**src/rtl/input_debouncer.sv**
```systemverilog
// input_debouncer
// Conditions a raw, asynchronous, possibly bouncing input. The input is
// brought into the clock domain with a 2-flop synchronizer. A change then has
// to hold for STABLE_CYCLES+1 consecutive sampled edges before the registered
// clean level Y follows it. One-cycle rise/fall pulses mark each change of Y.
// Every output comes straight from a flop, so nothing reaches Y combinationally
// from A_raw.

module input_debouncer #(
    parameter int STABLE_CYCLES = 1000,
    parameter int CNT_W         = 10
) (
    input  logic clk,
    input  logic rst_n,
    input  logic A_raw,
    input  logic en,
    output logic Y,
    output logic rise,
    output logic fall,
    output logic busy
);

    typedef enum logic [0:0] {
        IDLE = 1'b0,
        QUAL = 1'b1
    } state_t;

    localparam logic [CNT_W-1:0] CNT_ZERO   = {CNT_W{1'b0}};
    localparam logic [CNT_W-1:0] CNT_ONE    = CNT_W'(1);
    localparam logic [CNT_W-1:0] STABLE_CNT = CNT_W'(STABLE_CYCLES);

    logic             sync1_r;
    logic             sync2_r;
    state_t           state_r;
    state_t           next_state_s;
    logic [CNT_W-1:0] cnt_r;
    logic [CNT_W-1:0] cnt_next_s;
    logic             y_r;
    logic             y_next_s;
    logic             rise_r;
    logic             rise_next_s;
    logic             fall_r;
    logic             fall_next_s;
    logic             busy_r;

    // Two-flop synchronizer for the raw input; it runs regardless of en.
    always_ff @(posedge clk or negedge rst_n) begin
        if (!rst_n) begin
            sync1_r <= 1'b0;
            sync2_r <= 1'b0;
        end else begin
            sync1_r <= A_raw;
            sync2_r <= sync1_r;
        end
    end

    // State, qualification counter and registered outputs.
    always_ff @(posedge clk or negedge rst_n) begin
        if (!rst_n) begin
            state_r <= IDLE;
            cnt_r   <= CNT_ZERO;
            y_r     <= 1'b0;
            rise_r  <= 1'b0;
            fall_r  <= 1'b0;
            busy_r  <= 1'b0;
        end else begin
            state_r <= next_state_s;
            cnt_r   <= cnt_next_s;
            y_r     <= y_next_s;
            rise_r  <= rise_next_s;
            fall_r  <= fall_next_s;
            busy_r  <= (next_state_s == QUAL);
        end
    end

    // Next-state logic. Any bounce back to Y, or en dropping, abandons the
    // qualification, so a later attempt must start again from one.
    always_comb begin
        next_state_s = state_r;
        cnt_next_s   = cnt_r;
        y_next_s     = y_r;
        rise_next_s  = 1'b0;
        fall_next_s  = 1'b0;
        case (state_r)
            IDLE: begin
                if (en && (sync2_r != y_r)) begin
                    next_state_s = QUAL;
                    cnt_next_s   = CNT_ONE;
                end else begin
                    next_state_s = IDLE;
                    cnt_next_s   = CNT_ZERO;
                end
            end
            QUAL: begin
                if (!en) begin
                    next_state_s = IDLE;
                    cnt_next_s   = CNT_ZERO;
                end else if (sync2_r == y_r) begin
                    next_state_s = IDLE;
                    cnt_next_s   = CNT_ZERO;
                end else if (cnt_r == STABLE_CNT) begin
                    next_state_s = IDLE;
                    cnt_next_s   = CNT_ZERO;
                    y_next_s     = sync2_r;
                    rise_next_s  = sync2_r;
                    fall_next_s  = ~sync2_r;
                end else begin
                    next_state_s = QUAL;
                    cnt_next_s   = cnt_r + CNT_ONE;
                end
            end
            default: begin
                next_state_s = IDLE;
                cnt_next_s   = CNT_ZERO;
            end
        endcase
    end

    assign Y    = y_r;
    assign rise = rise_r;
    assign fall = fall_r;
    assign busy = busy_r;

endmodule

```
**config.mk**
```make
export PLATFORM = sky130hd
export DESIGN_NAME = input_debouncer
export DESIGN_NICKNAME = d
export VERILOG_FILES = /design/src/rtl/input_debouncer.sv
export SDC_FILE = /design/constraint.sdc
export NUM_CORES = 1
export LEC_CHECK = 0
export CORE_MARGIN = 3
export CORE_UTILIZATION = 44
export DETAILED_ROUTE_END_ITERATION = 7
export PLACE_DENSITY = 0.74
export SLEW_MARGIN = 0
export SYNTH_ARGS = -nofsm -noshare
export SYNTH_HDL_FRONTEND = slang
export SYNTH_SLANG_ARGS = --single-unit
```
**constraint.sdc**
```tcl
create_clock -name clk -period 1.7 [get_ports clk]
set_input_delay 0.17 -clock clk [delete_from_list [all_inputs] [get_ports clk]]
set_output_delay 0.17 -clock clk [all_outputs]
set_load 0.005 [all_outputs]
```
==> results by group, run 1 <==
Placement
  • Placement-stage cell area: 851 um2
  • Detailed Place HPWL: 949 um
  • IO Port Bufs: 7
  • Final Wtd Congestion: 0.839

Logic synthesis
  • Top cell type's share of synthesized area: 52.4%
  • Cell area after synthesis: 764 um2
  • Cells after Synth: 67
  • Post-synthesis mux area share: 1.96%
  • Post-Synth XOR/XNOR Area: 6.87%
  • Yosys reg bits: 16
  • Post-synth top area cell: dfrtp_1
  • Simple-Gate Fraction of Synth Area: 24.2%
  • Mean area per synthesized cell: 11.4 um2
  • Main area contributors after synthesis: dfrtp_1 (52%), xnor2_1 (3.4%), xor2_1 (3.4%), ha_1 (3.3%), nand3_1 (3.3%)
  • Syn Nets: 73
  • Synth cell types: 28
  • Number of synthesis warnings: 0
  • Area fraction in compound gates after synthesis: 7.86%
  • Seq/Total Area, Yosys: 52.4%
  • Post-synthesis adder-cell area fraction: 3.27%
  • Combinational family with the most area after synthesis: simple AND/OR/NAND/NOR gates

Power and ir drop
  • Flop pwr share: 63.7%
  • Switching Share: 21.4%
  • VDD IR max: 0.529 mV
  • Clk pwr share: 31.4%
  • Pleak: 0.371 nW
  • Cell internal pwr: 0.482 mW
  • Sw power: 0.131 mW
  • Comb power frac: 4.9%
  • PD cells: 702 nW/um2

Worst hold path
  • Min-delay worst type: in2async

CTS
  • CTS resizes: 0
  • Setup Buffers After CTS: 0
  • CTS tree: built
  • Clock buffers created by TritonCTS: 3
  • Clk root buf: clkbuf_4
  • # hold bufs at CTS: 0
  • Clk sinks: 16
  • H-tree depth: 1
  • Clock Latency Late Sink: 0.28 ns
  • Max clock buf depth: 2
  • Clock transition at path regs: 0.09 ns

Detailed routing
  • Overall via count from detail_route: 514
  • DRC violations left: 0
  • Initial DRT Pass Iterations: 4
  • Wire length per cell: 14.1 um
  • Final ANT Viol Nets: 0
  • Vias/cell: 5.53
  • Final WL: 1310 um
  • DRT iter0 DRCs: 7

Timing
  • Final critical-path required period: 1.57 ns
  • Final Skew: 0.00207 ns
  • Final setup viols: 0
  • Highest Clock Rate: 636 MHz
  • RSZ-0062 raised after global routing: no
  • Final hold slack: 0.200 ns
  • Fin crit share: 92.5%
  • Slew headroom: 80.2%
  • Least-Margin Pin Slew: 0.297 ns
  • Final Hold Vio Count: 0
  • Final setup TNS: 0 ns
  • Final Max Tran Viols: 0

Floorplanning
  • Die footprint: 2270 um2
  • Die Ht: 47.7 um
  • Die Width: 47.7 um
  • Initial Utilization: 48.5%
  • FP Rows: 14
  • Num ports: 8
  • Core area: 1580 um2

Critical path
  • Required @ worst endpoint: 1.87 ns
  • Crit-path max cell delay: 0.41 ns
  • Slowest cell on crit path: dfrtp_1
  • Worst flop-to-flop path startpoint: cnt_r[0]$_DFF_PN0_
  • Setup Crit Path Kind: reg2reg
  • CP Max Fanout: 5
  • Arrival time at the worst endpoint: 1.75 ns
  • Crit end category: flop
  • Worst setup SP type: flop
  • Cells along the critical path: inv_1 -> ha_1 -> and4bb_4 -> nand3_4 -> nor2_4 -> mux2_4
  • Crit path launch: cnt_r[0]$_DFF_PN0_

GRT
  • Initial antenna violation count: 0
  • Vias in the first global route: 523
  • Largest net degree at the start of global routing: 17
  • First-pass GRT wire length: 2370 um
  • Gr usage total: 15.2%
  • Congestion Overflow GR: 0

Status
  • Status: complete, no violations

Layout
  • Layout area overhead: 14.2%
  • Diode count: 0
  • # nets final: 85
  • Layout cells sized above 1: 19.5%
  • Fill cell count: 129
  • Final Cell Area: 873 um2
  • Final core utilization: 55.4%

Flow run
  • Total of max-cap violations: 0
cell type report:
cell class	instances	area, um2	area share, %
repair buffers	8	77.6	8.88
multi-input cells	46	338	38.7
flip-flops and latches	16	400	45.8
clock buffers	3	22.5	2.58
well taps	16	20.0	2.29
inverters	4	15.0	1.72
worst paths after layout:
check	to	slack [ns]	depth (start not counted)
max	Y$_DFFE_PN0P_	0.13	6
min	cnt_r[8]$_DFF_PN0_	0.20	2
max reg2reg	Y$_DFFE_PN0P_	0.13	6
min reg2reg	sync2_r$_DFF_PN0_	0.37	0
max in group asynchronous	cnt_r[7]$_DFF_PN0_	1.32	2
min in group clk	sync1_r$_DFF_PN0_	0.32	1
placed cells by master, fill, tap and decap left out, types with 2 or more instances in the layout:
cell type,n
clkbuf_4,3
clkdlybuf4s50_1,7
nor3_1,2
inv_1,4
ha_1,2
a21oi_1,4
dfrtp_1,16
nand2_1,4
xor2_1,3
nand3_1,5
xnor2_1,3
nor2_1,6
stage by stage:
step	worst slack (ns)	power [mW]	cells
global placement	0.177	0.427	90
finish	0.127	0.613	93
floorplan	0.218	0.406	67
detailed placement	0.133	0.428	90
CTS	0.123	0.617	93
global route	0.0327	0.640	93
state kept, by name, indices dropped and copies added (netlist names):
name and cells:
Y 1, busy 1, cnt_r 10, fall 1
rise 1, sync1_r 1, sync2_r 1
routing by layer:
metal / vias to the layer above / track usage (%) / wire [um] / part of all wire [%]
li1: 256 / - / - / -
met5: - / 0 / 0 / 0
met3: 2 / 4.51 / 39 / 3.0
met2: 7 / 21.9 / 604 / 46
met1: 249 / 21.1 / 656 / 50
met4: 0 / 6.45 / 12 / 0.91
Yosys cell counts:
| master | instances |
|---|---|
| a21oi_1 | 4 |
| a311oi_1 | 1 |
| a31oi_1 | 1 |
| a41oi_1 | 1 |
| and2_2 | 1 |
| and3_1 | 1 |
| and3_2 | 1 |
| and4_2 | 1 |
| and4bb_4 | 1 |
| buf_6 | 1 |
| dfrtp_1 | 16 |
| ha_1 | 2 |
| inv_1 | 4 |
| mux2_4 | 1 |
| nand2_1 | 4 |
| nand2b_4 | 1 |
| nand3_1 | 5 |
| nand3_2 | 1 |
| nand3_4 | 1 |
| nand4_1 | 1 |
| nor2_1 | 6 |
| nor2_2 | 1 |
| nor2_4 | 1 |
| nor3_1 | 2 |
| o21ai_1 | 1 |
| o221a_2 | 1 |
| xnor2_1 | 3 |
| xor2_1 | 3 |
critical path: cells and delay by family, from the launching register on:
family                   cells  cell delay (ns)
flip-flops                   1             0.41
AND/OR/NAND/NOR              3             0.53
multiplexers                 1             0.30
adder cells (fa/ha/maj)      1             0.14
buffers and inverters        1             0.09
power by group through the flow:
stage	sequential (mW)	clock, mW	combinational (mW)
finish	0.390	0.192	0.0303
global route	0.392	0.214	0.0342
CTS	0.390	0.196	0.0310
global placement	0.397	0	0.0299
detailed placement	0.398	0	0.0308
floorplan	0.397	0	0.00911
cell families after synthesis:
| logic type | Yosys count |
|---|---|
| compound gates | 9 |
| xor+xnor | 6 |
| fa+ha+maj | 2 |
| buf+inv | 5 |
| flops | 16 |
| mux | 1 |
| simple gates | 28 |
Note: power is estimated with default switching activity, not from simulation.
==> run 2, diff against run 1 <==
--- a/config.mk
+++ b/config.mk
@@ -13,3 +13,4 @@
 export SYNTH_ARGS = -nofsm -noshare
 export SYNTH_HDL_FRONTEND = slang
 export SYNTH_SLANG_ARGS = --single-unit
+export TNS_END_PERCENT = 5
==> constraint.sdc (replaced) <==
create_clock -name clk -period 2 [get_ports clk]
set_input_delay 0.2 -clock clk [delete_from_list [all_inputs] [get_ports clk]]
set_output_delay 0.2 -clock clk [all_outputs]
set_load 0.005 [all_outputs]
==> results by group, run 2 (same netlist as run 1, synthesis figures left out) <==
CTS
  • Clock transition at path regs: 0.09 ns (about the same)
  • Setup Buffers After CTS: 0 (unchanged)
  • # hold bufs at CTS: 0 (unchanged)
  • Max clock buf depth: 2 (unchanged)
  • Clk sinks: 16 (unchanged)
  • Clock Latency Late Sink: 0.28 ns (about the same)
  • CTS resizes: 0 (unchanged)
  • CTS tree: built (unchanged)
  • Clock buffers created by TritonCTS: 3 (unchanged)
  • Clk root buf: clkbuf_4 (unchanged)
  • H-tree depth: 1 (unchanged)

Placement
  • Placement-stage cell area: 843 um2 (was 851 um2)
  • Detailed Place HPWL: 970 um (was 949 um)
  • IO Port Bufs: 7 (unchanged)
  • Pre-CTS setup slack: 0.411 ns (was 0.133 ns)
  • Final Wtd Congestion: 0.837 (was 0.839)
  • Cells after DPL: 89 (was 90)

Detailed routing
  • Initial DRT Pass Iterations: 4 (unchanged)
  • DRT iter0 DRCs: 8 (was 7)
  • Overall via count from detail_route: 497 (was 514)
  • Vias/cell: 5.40 (was 5.53)
  • Final ANT Viol Nets: 0 (unchanged)
  • Wire length per cell: 13.9 um (was 14.1 um)
  • Final WL: 1280 um (was 1310 um)
  • DRC violations left: 0 (unchanged)

Critical path
  • CP Max Fanout: 5 (unchanged)
  • Required @ worst endpoint: 2.17 ns (was 1.87 ns)
  • Crit end category: flop (unchanged)
  • Setup Crit Path Kind: reg2reg (unchanged)
  • Worst flop-to-flop path startpoint: cnt_r[0]$_DFF_PN0_ (unchanged)
  • Critical path destination: Y$_DFFE_PN0P_ (unchanged)
  • Arrival time at the worst endpoint: 1.77 ns (was 1.75 ns)
  • Worst R2R Setup Slack: 0.41 ns (was 0.13 ns)
  • Worst setup SP type: flop (unchanged)
  • RR Endpoint: Y$_DFFE_PN0P_ (unchanged)
  • Crit path launch: cnt_r[0]$_DFF_PN0_ (unchanged)
  • Reg2Reg Depth: 6 (unchanged)

Timing
  • Final worst setup slack: 0.407 ns (was 0.127 ns)
  • Highest Clock Rate: 628 MHz (was 636 MHz)
  • RSZ-0062 raised after global routing: no (unchanged)
  • Final Hold Vio Count: 0 (unchanged)
  • Least-Margin Pin Slew: 0.680 ns (was 0.297 ns)
  • Final setup TNS: 0 ns (unchanged)
  • Final Skew: 0.00157 ns (was 0.00207 ns)
  • Final critical-path required period: 1.59 ns (was 1.57 ns)
  • Fin crit share: 79.7% (was 92.5%)
  • Final Max Tran Viols: 0 (unchanged)
  • Final hold slack: 0.325 ns (was 0.200 ns)
  • Final setup viols: 0 (unchanged)
  • Slew headroom: 54.5% (was 80.2%)

Layout
  • Number of flip-flops under the largest register name: 10 (unchanged)
  • Most frequent cells in the layout: dfrtp_1 (16), clkdlybuf4s50_1 (7), nor2_1 (6) (unchanged)
  • Reg area: 400 um2 (unchanged)
  • Final core utilization: 54.9% (was 55.4%)
  • Top reg by flops: cnt_r (unchanged)
  • Most common cell after layout, fill and taps aside: dfrtp_1 (unchanged)
  • Layout cells sized above 1: 18.4% (was 19.5%)
  • Diode count: 0 (unchanged)
  • Final Cell Area: 866 um2 (was 873 um2)
  • Area of the multi-input gates: 338 um2 (unchanged)
  • Layout area overhead: 13.3% (was 14.2%)
  • # nets final: 84 (was 85)
  • Finished Layout Cells: 92 (was 93)
  • Fill cell count: 141 (was 129)

Floorplanning
  • Core area: 1580 um2 (unchanged)
  • Die Ht: 47.7 um (unchanged)
  • FP Rows: 14 (unchanged)
  • Initial Utilization: 48.5% (unchanged)
  • Num ports: 8 (unchanged)
  • Die Width: 47.7 um (unchanged)
  • Die footprint: 2270 um2 (unchanged)

GRT
  • Largest net degree at the start of global routing: 17 (unchanged)
  • Met3 Use GR: 3.38% (was 4.51%)
  • M2 GR Usage: 21.9% (unchanged)
  • Gr usage total: 14.3% (was 15.2%)
  • Congestion Overflow GR: 0 (unchanged)
  • GRT Max-Usage Layer: met2 (unchanged)
  • Vias in the first global route: 480 (was 523)
  • First-pass GRT wire length: 2160 um (was 2370 um)
  • Met1 usage: 19.3% (was 21.1%)
  • Initial antenna violation count: 0 (unchanged)

Power and ir drop
  • Pleak: 0.366 nW (was 0.371 nW)
  • Total power: 0.520 mW (was 0.613 mW)
  • PD cells: 601 nW/um2 (was 702 nW/um2)
  • VDD IR max: 0.478 mV (was 0.529 mV)

Status
  • Status: complete, no violations (unchanged)

Worst hold path
  • Min-delay worst type: in2async (unchanged)

Flow run
  • Total of max-cap violations: 0 (unchanged)
==> run 2: cell count changes in the layout (fill, tap and decap cells not counted), sizes merged <==
cell,before,now
buf,1,0
==> run 2: worst min-delay path by stage <==
stage | to | slack (ns) | cells after the start
after floorplan | Y$_DFFE_PN0P_ | -0.1 | 0
after global placement | sync2_r$_DFF_PN0_ | 0.34 | 0
after detailed placement | sync2_r$_DFF_PN0_ | 0.34 | 0
after CTS | cnt_r[8]$_DFF_PN0_ | 0.35 | 1
after global routing | sync1_r$_DFF_PN0_ | 0.35 | 1
final | Y$_DFFE_PN0P_ | 0.33 | 1
==> run 2: final cells by class <==
| type | count | area share [%] |
|---|---|---|
| Tap cell | 16 | 2.31 |
| Sequential cell | 16 | 46.2 |
| Clock buffer | 3 | 2.60 |
| Timing Repair Buffer | 7 | 8.09 |
| Inverter | 4 | 1.73 |
| Multi-Input combinational cell | 46 | 39.0 |
==> run 2: worst max-delay path, stage by stage (launching register included) <==
cell and delay [ns]:
dfrtp_1 0.41, inv_1 0.09, ha_1 0.14, and4bb_4 0.29, nand3_4 0.12, nor2_4 0.13, mux2_4 0.30
==> run 2: where the power goes <==
group	total [mW]	switching [mW]	internal, mW
Sequential	0.332	0.00408	0.328
Clock	0.165	0.0947	0.0698
Combinational	0.0239	0.0133	0.0106
Total	0.520	0.112	0.408
==> run 2: metal layers <==
layer / up-vias / routed length, um / part of all wire, %
li1: 255 / - / -
met1: 230 / 611 / 48
met2: 8 / 598 / 47
met3: 4 / 44 / 3.4
met4: 0 / 23 / 1.8
met5: - / 0 / 0
==> run 3, diff against run 2 <==
==> constraint.sdc (replaced) <==
create_clock -name clk -period 1.5 [get_ports clk]
set_input_delay 0.15 -clock clk [delete_from_list [all_inputs] [get_ports clk]]
set_output_delay 0.15 -clock clk [all_outputs]
set_load 0.005 [all_outputs]
==> results by group, run 3 (same netlist as run 1, synthesis figures left out) <==
Layout
  • # nets final: 92 (was 84)
  • Final core utilization: 60.4% (was 54.9%)
  • Layout area overhead: 24.5% (was 13.3%)
  • Top reg by flops: cnt_r (unchanged)
  • Most common cell after layout, fill and taps aside: dfrtp_1 (unchanged)
  • Final Cell Area: 952 um2 (was 866 um2)
  • Finished Layout Cells: 101 (was 92)
  • Most frequent cells in the layout: dfrtp_1 (16), buf_4 (8), clkdlybuf4s50_1 (7) (was dfrtp_1 (16), clkdlybuf4s50_1 (7), nor2_1 (6))
  • Layout cells sized above 1: 30.6% (was 18.4%)
  • Number of flip-flops under the largest register name: 10 (unchanged)
  • Diode count: 0 (unchanged)

Power and ir drop
  • Sw power: 0.157 mW (was 0.112 mW)
  • VDD IR max: 0.509 mV (was 0.478 mV)
  • Comb power frac: 5.3% (was 4.6%)
  • Total power: 0.762 mW (was 0.520 mW)
  • Clk pwr share: 36.7% (was 31.6%)
  • Switching Share: 20.6% (was 21.6%)
  • PD cells: 800 nW/um2 (was 601 nW/um2)
  • Pleak: 0.415 nW (was 0.366 nW)
  • Flop pwr share: 57.9% (was 63.8%)
  • Cell internal pwr: 0.605 mW (was 0.408 mW)

Timing
  • Least-Margin Pin Slew: 0.216 ns (was 0.680 ns)
  • Final hold slack: 0.173 ns (was 0.325 ns)
  • RSZ-0062 raised after global routing: yes (was no)
  • Final Max Tran Viols: 0 (unchanged)
  • Highest Clock Rate: 680 MHz (was 628 MHz)
  • Final critical-path required period: 1.47 ns (was 1.59 ns)
  • Slew headroom: 85.6% (was 54.5%)
  • Final Hold Vio Count: 0 (unchanged)
  • Fin crit share: 98.1% (was 79.7%)
  • Final setup viols: 0 (unchanged)
  • Final Skew: 0.000583 ns (was 0.00157 ns)

Critical path
  • CP Max Fanout: 4 (was 5)
  • Cells along the critical path: inv_2 -> ha_4 -> and4bb_4 -> nand3_4 -> nor2_4 -> mux2_4 (was inv_1 -> ha_1 -> and4bb_4 -> nand3_4 -> nor2_4 -> mux2_4)
  • Worst setup SP type: flop (unchanged)
  • Required @ worst endpoint: 1.68 ns (was 2.17 ns)
  • Arrival time at the worst endpoint: 1.65 ns (was 1.77 ns)
  • Crit end category: flop (unchanged)
  • Crit-path max cell delay: 0.40 ns (was 0.41 ns)
  • Setup Crit Path Kind: reg2reg (unchanged)
  • Slowest cell on crit path: dfrtp_1 (unchanged)

Placement
  • Cells after DPL: 97 (was 89)
  • Detailed Place HPWL: 1040 um (was 970 um)
  • Placement-stage cell area: 903 um2 (was 843 um2)
  • Final Wtd Congestion: 0.803 (was 0.837)
  • IO Port Bufs: 7 (unchanged)

Floorplanning
  • Initial Utilization: 48.5% (unchanged)
  • FP Rows: 14 (unchanged)
  • Core area: 1580 um2 (unchanged)
  • Num ports: 8 (unchanged)
  • Die Ht: 47.7 um (unchanged)
  • Die Width: 47.7 um (unchanged)
  • Die footprint: 2270 um2 (unchanged)

GRT
  • Gr usage total: 15.3% (was 14.3%)
  • Initial antenna violation count: 0 (unchanged)
  • First-pass GRT wire length: 2380 um (was 2160 um)
  • Vias in the first global route: 562 (was 480)
  • Congestion Overflow GR: 0 (unchanged)
  • Largest net degree at the start of global routing: 17 (unchanged)

CTS
  • Clock transition at path regs: 0.09 ns (about the same)
  • Clk root buf: clkbuf_4 (unchanged)
  • Clock Latency Late Sink: 0.29 ns (was 0.28 ns)
  • Clock buffers created by TritonCTS: 3 (unchanged)
  • CTS tree: built (unchanged)
  • Clk sinks: 16 (unchanged)
  • H-tree depth: 1 (unchanged)
  • # hold bufs at CTS: 0 (unchanged)
  • Max clock buf depth: 2 (unchanged)
  • Setup Buffers After CTS: 0 (unchanged)

Worst hold path
  • Min-delay worst type: in2async (unchanged)

Detailed routing
  • Final ANT Viol Nets: 0 (unchanged)
  • DRC violations left: 0 (unchanged)
  • Final WL: 1370 um (was 1280 um)
  • Wire length per cell: 13.5 um (was 13.9 um)
  • Overall via count from detail_route: 534 (was 497)
  • Vias/cell: 5.29 (was 5.40)
  • Initial DRT Pass Iterations: 4 (unchanged)
  • DRT iter0 DRCs: 6 (was 8)

Status
  • Status: complete, no violations (unchanged)

Flow run
  • Total of max-cap violations: 0 (unchanged)
[run 3: cell count changes in the layout (fill, tap and decap cells not counted), sizes merged]
cell,change
clkbuf,+1
buf,+8
[run 3: stage by stage]
stage | setup WS [ns] | setup TNS, ns
final | 0.0292 | 0
after global routing | -0.0159 | -0.0159
after CTS | 0.0130 | 0
after detailed placement | 0.0383 | 0
after global placement | 0.0780 | 0
after floorplan | 0.0178 | 0
[run 3: critical path, delay by kind of cell (launching register included)]
kind,cells,cell delay [ns]
AND/OR/NAND/NOR,3,0.48
flip-flops,1,0.40
multiplexers,1,0.30
adder cells (fa/ha/maj),1,0.12
buffers and inverters,1,0.08
[run 3: layout make-up]
class / instances / area [um2]
Inverter: 4 / 15.0
Fill cell: 125 / 624
Timing Repair Buffer: 15 / 130
Tap cell: 16 / 20.0
Sequential cell: 16 / 400
Multi-Input combinational cell: 46 / 350
Clock buffer: 4 / 36.3
[run 3: worst paths after layout]
check	start	endpoint	slack, ns	cells after the start
min	rst_n	fall$_DFF_PN0_	0.17	2
max in group asynchronous	rst_n	sync2_r$_DFF_PN0_	1.15	2
min reg2reg	sync1_r$_DFF_PN0_	sync2_r$_DFF_PN0_	0.36	0
min in group clk	A_raw	sync1_r$_DFF_PN0_	0.29	1
max	cnt_r[0]$_DFF_PN0_	Y$_DFFE_PN0P_	0.03	6
max reg2reg	cnt_r[0]$_DFF_PN0_	Y$_DFFE_PN0P_	0.03	6
[run 3: layer usage]
| metal | up-vias | wire length, um | part of all wire [%] | global-route usage [%] |
|---|---|---|---|---|
| li1 | 272 | - | - | - |
| met1 | 250 | 662 | 48 | 20.2 |
| met2 | 7 | 633 | 46 | 23.2 |
| met3 | 5 | 32 | 2.3 | 2.26 |
| met4 | 0 | 40 | 2.9 | 9.68 |
| met5 | - | 0 | 0 | 0 |
[run 3: repair_timing]
action,CTS,global route
hold endpoints to repair,0,0
setup endpoints to repair,0,2
resized for setup,0,4
[run 3: power groups by stage]
stage	combinational (mW)	sequential, mW	clock [mW]
4_1_cts	0.0397	0.441	0.288
3_3_place_gp	0.0380	0.449	0
5_1_grt	0.0455	0.442	0.304
3_5_place_dp	0.0393	0.450	0
6_report	0.0407	0.441	0.280
2_1_floorplan	0.0103	0.450	0
